[src/rtl/mmio_pkg.sv]
// Shared types and register-map index helpers for the MMIO register window.
package mmio_pkg;

  typedef enum logic [0:0] {StIdle, StResp} state_e;

  localparam logic [31:0] DefaultBaseAddr = 32'hFFFF_FF00;

  function automatic int unsigned sw_idx();
    return 0;
  endfunction

  function automatic int unsigned led_idx(int unsigned sw_ch);
    return sw_ch;
  endfunction

  function automatic int unsigned bt_idx(int unsigned sw_ch, int unsigned led_ch);
    return sw_ch + led_ch;
  endfunction

  function automatic int unsigned edge_idx(int unsigned sw_ch, int unsigned led_ch,
                                           int unsigned bt_ch);
    return sw_ch + led_ch + bt_ch;
  endfunction

  function automatic int unsigned sepc_idx(int unsigned sw_ch, int unsigned led_ch,
                                           int unsigned bt_ch);
    return sw_ch + led_ch + bt_ch + 1;
  endfunction

  function automatic int unsigned mask_idx(int unsigned sw_ch, int unsigned led_ch,
                                           int unsigned bt_ch);
    return sw_ch + led_ch + bt_ch + 2;
  endfunction

endpackage

[src/rtl/mmio_debounce.sv]
// One-bit 2-flop synchroniser plus debounce counter and debounced level.
// rise pulses on the cycle the level flips from 0 to 1.
module mmio_debounce #(
  parameter int unsigned DEBOUNCE_CYC = 20000
) (
  input  logic clk,
  input  logic rst_n,
  input  logic din,
  output logic level,
  output logic rise
);

  localparam int unsigned CntW = $clog2(DEBOUNCE_CYC + 1);
  localparam logic [CntW-1:0] CntMax = CntW'(DEBOUNCE_CYC - 1);

  logic meta_q, sync_q, flip;
  logic [CntW-1:0] cnt_q;

  assign flip = (sync_q != level) && (cnt_q == CntMax);
  assign rise = flip && sync_q;

  always_ff @(posedge clk or negedge rst_n) begin
    if (!rst_n) begin
      meta_q <= 1'b0;
      sync_q <= 1'b0;
      cnt_q  <= '0;
      level  <= 1'b0;
    end else begin
      meta_q <= din;
      sync_q <= meta_q;
      if (sync_q == level || flip) cnt_q <= '0;
      else                         cnt_q <= cnt_q + 1'b1;
      if (flip) level <= sync_q;
    end
  end

endmodule

[src/rtl/mmio_ctrl.sv]
// Registered, handshaked MMIO register window: switches, LEDs, debounced buttons,
// sticky button edges and SEPC. Define MMIO_IRQ_EN to add IRQ_MASK and the irq output.
module mmio_ctrl
  import mmio_pkg::*;
#(
  parameter int unsigned SW_CH        = 3,
  parameter int unsigned LED_CH       = 2,
  parameter int unsigned BT_CH        = 5,
  parameter int unsigned DEBOUNCE_CYC = 20000,
  parameter logic [31:0] BASE_ADDR    = DefaultBaseAddr
) (
  input  logic                clk,
  input  logic                rst_n,
  input  logic                req_valid,
  output logic                req_ready,
  input  logic                req_we,
  input  logic [3:0]          req_be,
  input  logic [31:0]         req_addr,
  input  logic [31:0]         req_wdata,
  output logic                rsp_valid,
  output logic [31:0]         rsp_rdata,
  output logic                rsp_err,
  input  logic [31:0]         sepc,
  input  logic [SW_CH*8-1:0]  switches,
  input  logic [BT_CH-1:0]    bt,
  output logic [LED_CH*8-1:0] led_out
`ifdef MMIO_IRQ_EN
  ,
  output logic                irq
`endif
);

  localparam int unsigned SwIdx   = sw_idx();
  localparam int unsigned LedIdx  = led_idx(SW_CH);
  localparam int unsigned BtIdx   = bt_idx(SW_CH, LED_CH);
  localparam int unsigned EdgeIdx = edge_idx(SW_CH, LED_CH, BT_CH);
  localparam int unsigned SepcIdx = sepc_idx(SW_CH, LED_CH, BT_CH);
`ifdef MMIO_IRQ_EN
  localparam int unsigned MaskIdx = mask_idx(SW_CH, LED_CH, BT_CH);
`endif

  state_e state_q;
  logic [SW_CH*8-1:0]  sw_meta_q, sw_sync_q;
  logic [LED_CH*8-1:0] led_q, led_d;
  logic [BT_CH-1:0]    edge_q, edge_clr, bt_level, bt_rise;
  logic [31:0]         idx, dec_rdata;
  logic                hit, accept, acc_wr, dec_err;
  logic                unused_bits;
`ifdef MMIO_IRQ_EN
  logic [BT_CH-1:0]    mask_q, mask_d;
`endif

  assign unused_bits = ^{req_be[3:1], req_wdata[31:8]};

  for (genvar g = 0; g < BT_CH; g++) begin : g_bt
    mmio_debounce #(
      .DEBOUNCE_CYC(DEBOUNCE_CYC)
    ) u_debounce (
      .clk  (clk),
      .rst_n(rst_n),
      .din  (bt[g]),
      .level(bt_level[g]),
      .rise (bt_rise[g])
    );
  end

  assign req_ready = (state_q == StIdle);
  assign accept    = req_valid && req_ready;
  assign acc_wr    = accept && req_we;
  assign hit       = (req_addr[31:8] == BASE_ADDR[31:8]) && (req_addr[1:0] == 2'b00);
  assign idx       = {26'b0, req_addr[7:2]};
  assign led_out   = led_q;

  // Decode is shared by the response path and the write enables; writes only fire on accept.
  always_comb begin
    dec_rdata = '0;
    dec_err   = 1'b1;
    led_d     = led_q;
    edge_clr  = '0;
`ifdef MMIO_IRQ_EN
    mask_d    = mask_q;
`endif
    if (hit) begin
      for (int unsigned i = 0; i < SW_CH; i++) begin
        if (idx == SwIdx + i) begin
          dec_err   = 1'b0;
          dec_rdata = {24'b0, sw_sync_q[8*i +: 8]};
        end
      end
      for (int unsigned i = 0; i < LED_CH; i++) begin
        if (idx == LedIdx + i) begin
          dec_err   = 1'b0;
          dec_rdata = {24'b0, led_q[8*i +: 8]};
          if (acc_wr && req_be[0]) led_d[8*i +: 8] = req_wdata[7:0];
        end
      end
      for (int unsigned i = 0; i < BT_CH; i++) begin
        if (idx == BtIdx + i) begin
          dec_err   = 1'b0;
          dec_rdata = {31'b0, bt_level[i]};
        end
      end
      if (idx == EdgeIdx) begin
        dec_err   = 1'b0;
        dec_rdata = 32'(edge_q);
        if (acc_wr && req_be[0]) edge_clr = req_wdata[BT_CH-1:0];
      end
      if (idx == SepcIdx) begin
        dec_err   = 1'b0;
        dec_rdata = sepc;
      end
`ifdef MMIO_IRQ_EN
      if (idx == MaskIdx) begin
        dec_err   = 1'b0;
        dec_rdata = 32'(mask_q);
        if (acc_wr) mask_d = req_wdata[BT_CH-1:0];
      end
`endif
    end
    if (dec_err || req_we) dec_rdata = '0;
  end

  always_ff @(posedge clk or negedge rst_n) begin
    if (!rst_n) begin
      state_q   <= StIdle;
      rsp_valid <= 1'b0;
      rsp_rdata <= '0;
      rsp_err   <= 1'b0;
    end else begin
      case (state_q)
        StIdle: begin
          if (req_valid) begin
            state_q   <= StResp;
            rsp_valid <= 1'b1;
            rsp_rdata <= dec_rdata;
            rsp_err   <= dec_err;
          end
        end
        default: begin
          state_q   <= StIdle;
          rsp_valid <= 1'b0;
        end
      endcase
    end
  end

  // Edge set wins over a simultaneous write-1-to-clear.
  always_ff @(posedge clk or negedge rst_n) begin
    if (!rst_n) begin
      sw_meta_q <= '0;
      sw_sync_q <= '0;
      led_q     <= '0;
      edge_q    <= '0;
    end else begin
      sw_meta_q <= switches;
      sw_sync_q <= sw_meta_q;
      led_q     <= led_d;
      edge_q    <= (edge_q & ~edge_clr) | bt_rise;
    end
  end

`ifdef MMIO_IRQ_EN
  always_ff @(posedge clk or negedge rst_n) begin
    if (!rst_n) begin
      mask_q <= '0;
      irq    <= 1'b0;
    end else begin
      mask_q <= mask_d;
      irq    <= |(edge_q & mask_q);
    end
  end
`endif

endmodule
[config.mk]
export PLATFORM = sky130hd
export DESIGN_NAME = mmio_ctrl
export DESIGN_NICKNAME = d
export VERILOG_FILES = /design/src/rtl/mmio_pkg.sv /design/src/rtl/mmio_debounce.sv /design/src/rtl/mmio_ctrl.sv
export SDC_FILE = /design/constraint.sdc
export NUM_CORES = 1
export LEC_CHECK = 0
export BUFFER_PORTS_ARGS = -buffer_cell sky130_fd_sc_hd__buf_4
export CAP_MARGIN = 20
export CORE_UTILIZATION = 45
export DETAILED_ROUTE_END_ITERATION = 12
export PLACE_DENSITY_LB_ADDON = 0.12
export SETUP_SLACK_MARGIN = 0.2
export SLEW_MARGIN = 30
export SYNTH_ARGS = -nofsm -noshare
export SYNTH_HDL_FRONTEND = slang
export SYNTH_SLANG_ARGS = --single-unit
[constraint.sdc]
create_clock -name clk -period 3.2 [get_ports clk]
set_input_delay 0.16 -clock clk [delete_from_list [all_inputs] [get_ports clk]]
set_output_delay 0.16 -clock clk [all_outputs]
set_load 0.01 [all_outputs]
==> results.ini <==
[worst_setup_path]
cp.required_ns=3.52
r2r_setup_slack_ns=1.03
worstRegToRegCells=6
path_cells=nand2b_1, inv_1, and3_1, nand3_4, nor3b_4, mux2_4
critPathCaptureType=register
r2r-end=led_out[4]$_DFFE_PN0P_
r2r-start=state_q$_DFF_PN0_
worstPathArrival_ns=2.49
cp-start-kind=register
crit_start=state_q$_DFF_PN0_
critical-path-top-delay-family=simple AND/OR/NAND/NOR gates
max_stage_delay_ns=0.65
critPathKind=reg2reg
timing.critical_path.buf_inv=1
worst-path-max-fanout=8
crit_slowest_cell=nor3b_4

[clock_network]
post_cts_buffers=0
htree_num_levels=4
cts_max_path_buffers=2
clkTransAtPathRegs_ns=0.07
post_cts_resized=0
clk_latency_ns=0.43
ctsHoldBuffers=63
numCtsBuffers=17
clockRootBuffer=clkbuf_16
cts.sinks=194
cts_tree=done

[synthesis]
synthesis.nets=798
synth_edf_count=0
synth_cell_type_count=51
ys.flop_type=dfrtp_1
ys_top_cells_by_count=194 x dfrtp_1, 91 x nor2_1, 43 x xor2_1
ys_ff_latch=194
netlist_top_cells_area=dfrtp_1 61%, xor2_1 4.7%, nor2_1 4.3%
syn_area_um2=8000
ys_async_sr_fraction_pct=100
synth_top_area_share_pct=60.7
synth.most_common_cell=dfrtp_1
yosysSeqAreaShare_pct=60.7
synth_top_cell_by_area=dfrtp_1
synthCells=660
avgSynthCellArea_um2=12.1
yosysWarnings=0

[floorplanning]
ioPinCount=184
coreArea_um2=17400
initial_core_util_pct=46.1
rows=48
die_h_um=135
die_area_um2=18300
die_x_um=135

[detailed_routing]
drtAntennaViolNets=0
route.detailed.drc=0
viasPerCell=5.22
drtIter0Drc=314
wl_per_cell_um=16.4
postRouteWirelength_um=18400
detail_route.first_pass.iterations=4
route.vias.total=5864

[sta]
finalSetupViolCount=0
worst_pin_slew_ns=0.702
slew_viol_final=0
fin_crit_sh_pct=67.9
fin_tns_setup_ns=0
rsz0062_at_grt=false
clock.fmax_ghz=0.460
fin_ws_ns=1.03
slew_headroom_pct=53.1
hold_violations=0
min_period_ns=2.17
skew_ns=0.00612

[hold_path]
hold_path.startpoint=sepc[7]
whs_endpoint=rsp_rdata[7]$_DFFE_PN0P_
whs_path_depth=4
worstHoldPathType=in2reg

[placement]
place_hpwl_um=12700
numPortBuffers=156
pre_cts_ws_ns=0.921
gp_congestion=0.817

[grt]
grt_pass1_vias=5924
antenna_found_initial=0
grt_pass1_wl_um=29500
grt_use_total_pct=21.1
grt_overflow=0
grt_start_max_net_pins=108

[pwr]
peakVddDrop_uv=398
p_leak_nw=4.96
power_density_nw_per_um2=474

[cells_and_area]
diodes=0
finalNetCount=1023
drive_above_1_share_pct=25.7
area_delta_synth_final_pct=33.7

[run]
drv_cap=0

[status]
outcome=complete, no violations

## worst min-delay path, delay by kind of cell
family	cells	cell delay (ns)
buffers and inverters	2	0.11
AO/OA/AOI/OAI	2	0.25
## registers in the layout (all words and copies together) (netlist names)
register                count
sw_meta_q                  24
sw_sync_q                  24
g_bt.u_debounce.cnt_q      75
g_bt.u_debounce.level       5
state_q                     1
edge_q                      5
g_bt.u_debounce.sync_q      5
rsp_valid                   1
led_out                    16
rsp_err                     1
g_bt.u_debounce.meta_q      5
rsp_rdata                  32
## worst max-delay path by stage
stage	end	slack (ns)	cells past startpoint
2_1_floorplan	led_out[1]$_DFFE_PN0P_	1.24	7
3_3_place_gp	led_out[4]$_DFFE_PN0P_	0.96	6
3_5_place_dp	led_out[1]$_DFFE_PN0P_	0.92	6
4_1_cts	led_out[4]$_DFFE_PN0P_	1.03	6
5_1_grt	led_out[4]$_DFFE_PN0P_	0.93	6
6_report	led_out[4]$_DFFE_PN0P_	1.03	6
## per-stage QoR
step	instance area [um^2]	hold slack, ns	total power [W]	std cells	utilization, %
floorplan	8000	-0.136	0.00268	660	-
detailed placement	9420	0.270	0.00288	1027	54.3
global placement	9420	0.270	0.00287	1027	54.3
global route	10700	0.126	0.00526	1123	61.6
finish	10700	0.121	0.00507	1123	61.6
CTS	10700	0.105	0.00512	1122	61.5
## report_power, final
part / total [W] / switching [W] / internal (W)
Combinational: 0.000359 / 0.000169 / 0.000189
Clock: 0.00217 / 0.000974 / 0.00120
Sequential: 0.00253 / 0.0000277 / 0.00250
Total: 0.00507 / 0.00117 / 0.00390
## logic make-up after synthesis
| group | share of synthesized area [%] |
|---|---|
| xor gates and xnor gates | 7.66 |
| AOI/OAI and AO/OA | 7.13 |
| DFF | 60.7 |
| adders and majority gates | 0.782 |
| and+or+nand+nor | 16.5 |
| buffers and inverters | 1.92 |
| muxes | 5.36 |
## cell usage in the layout (no fill, tap or decap), types with 12 or more instances in the layout
master	n
a22o_1	28
clkbuf_16	17
buf_4	159
nand3_1	26
dfrtp_1	194
nor3_1	20
mux2_2	13
dlygate4sd3_1	63
nor2_1	91
nand2_1	32
xnor2_1	27
nand2b_1	12
and3_1	12
nand4_1	27
inv_1	18
xor2_1	43
o21ai_0	18
## per-layer routing
layer  vias up  GRT usage [%]  wire length [um]
met4         0           7.62               311
met5         -              0                 0
met3        19           5.46              1290
met1      2894           27.1              8040
li1       2768              -                 -
met2       183           34.5              8750
## final cells by class
cell class / count / area (um^2)
multi-input combinational: 429 / 2990
timing repair buffer: 225 / 1890
tap: 225 / 282
clock inverter: 14 / 173
fill: 1371 / 6660
clock buffer: 18 / 439
inverter: 18 / 67.6
sequential: 194 / 4850
(Power assumes the default switching activity.)
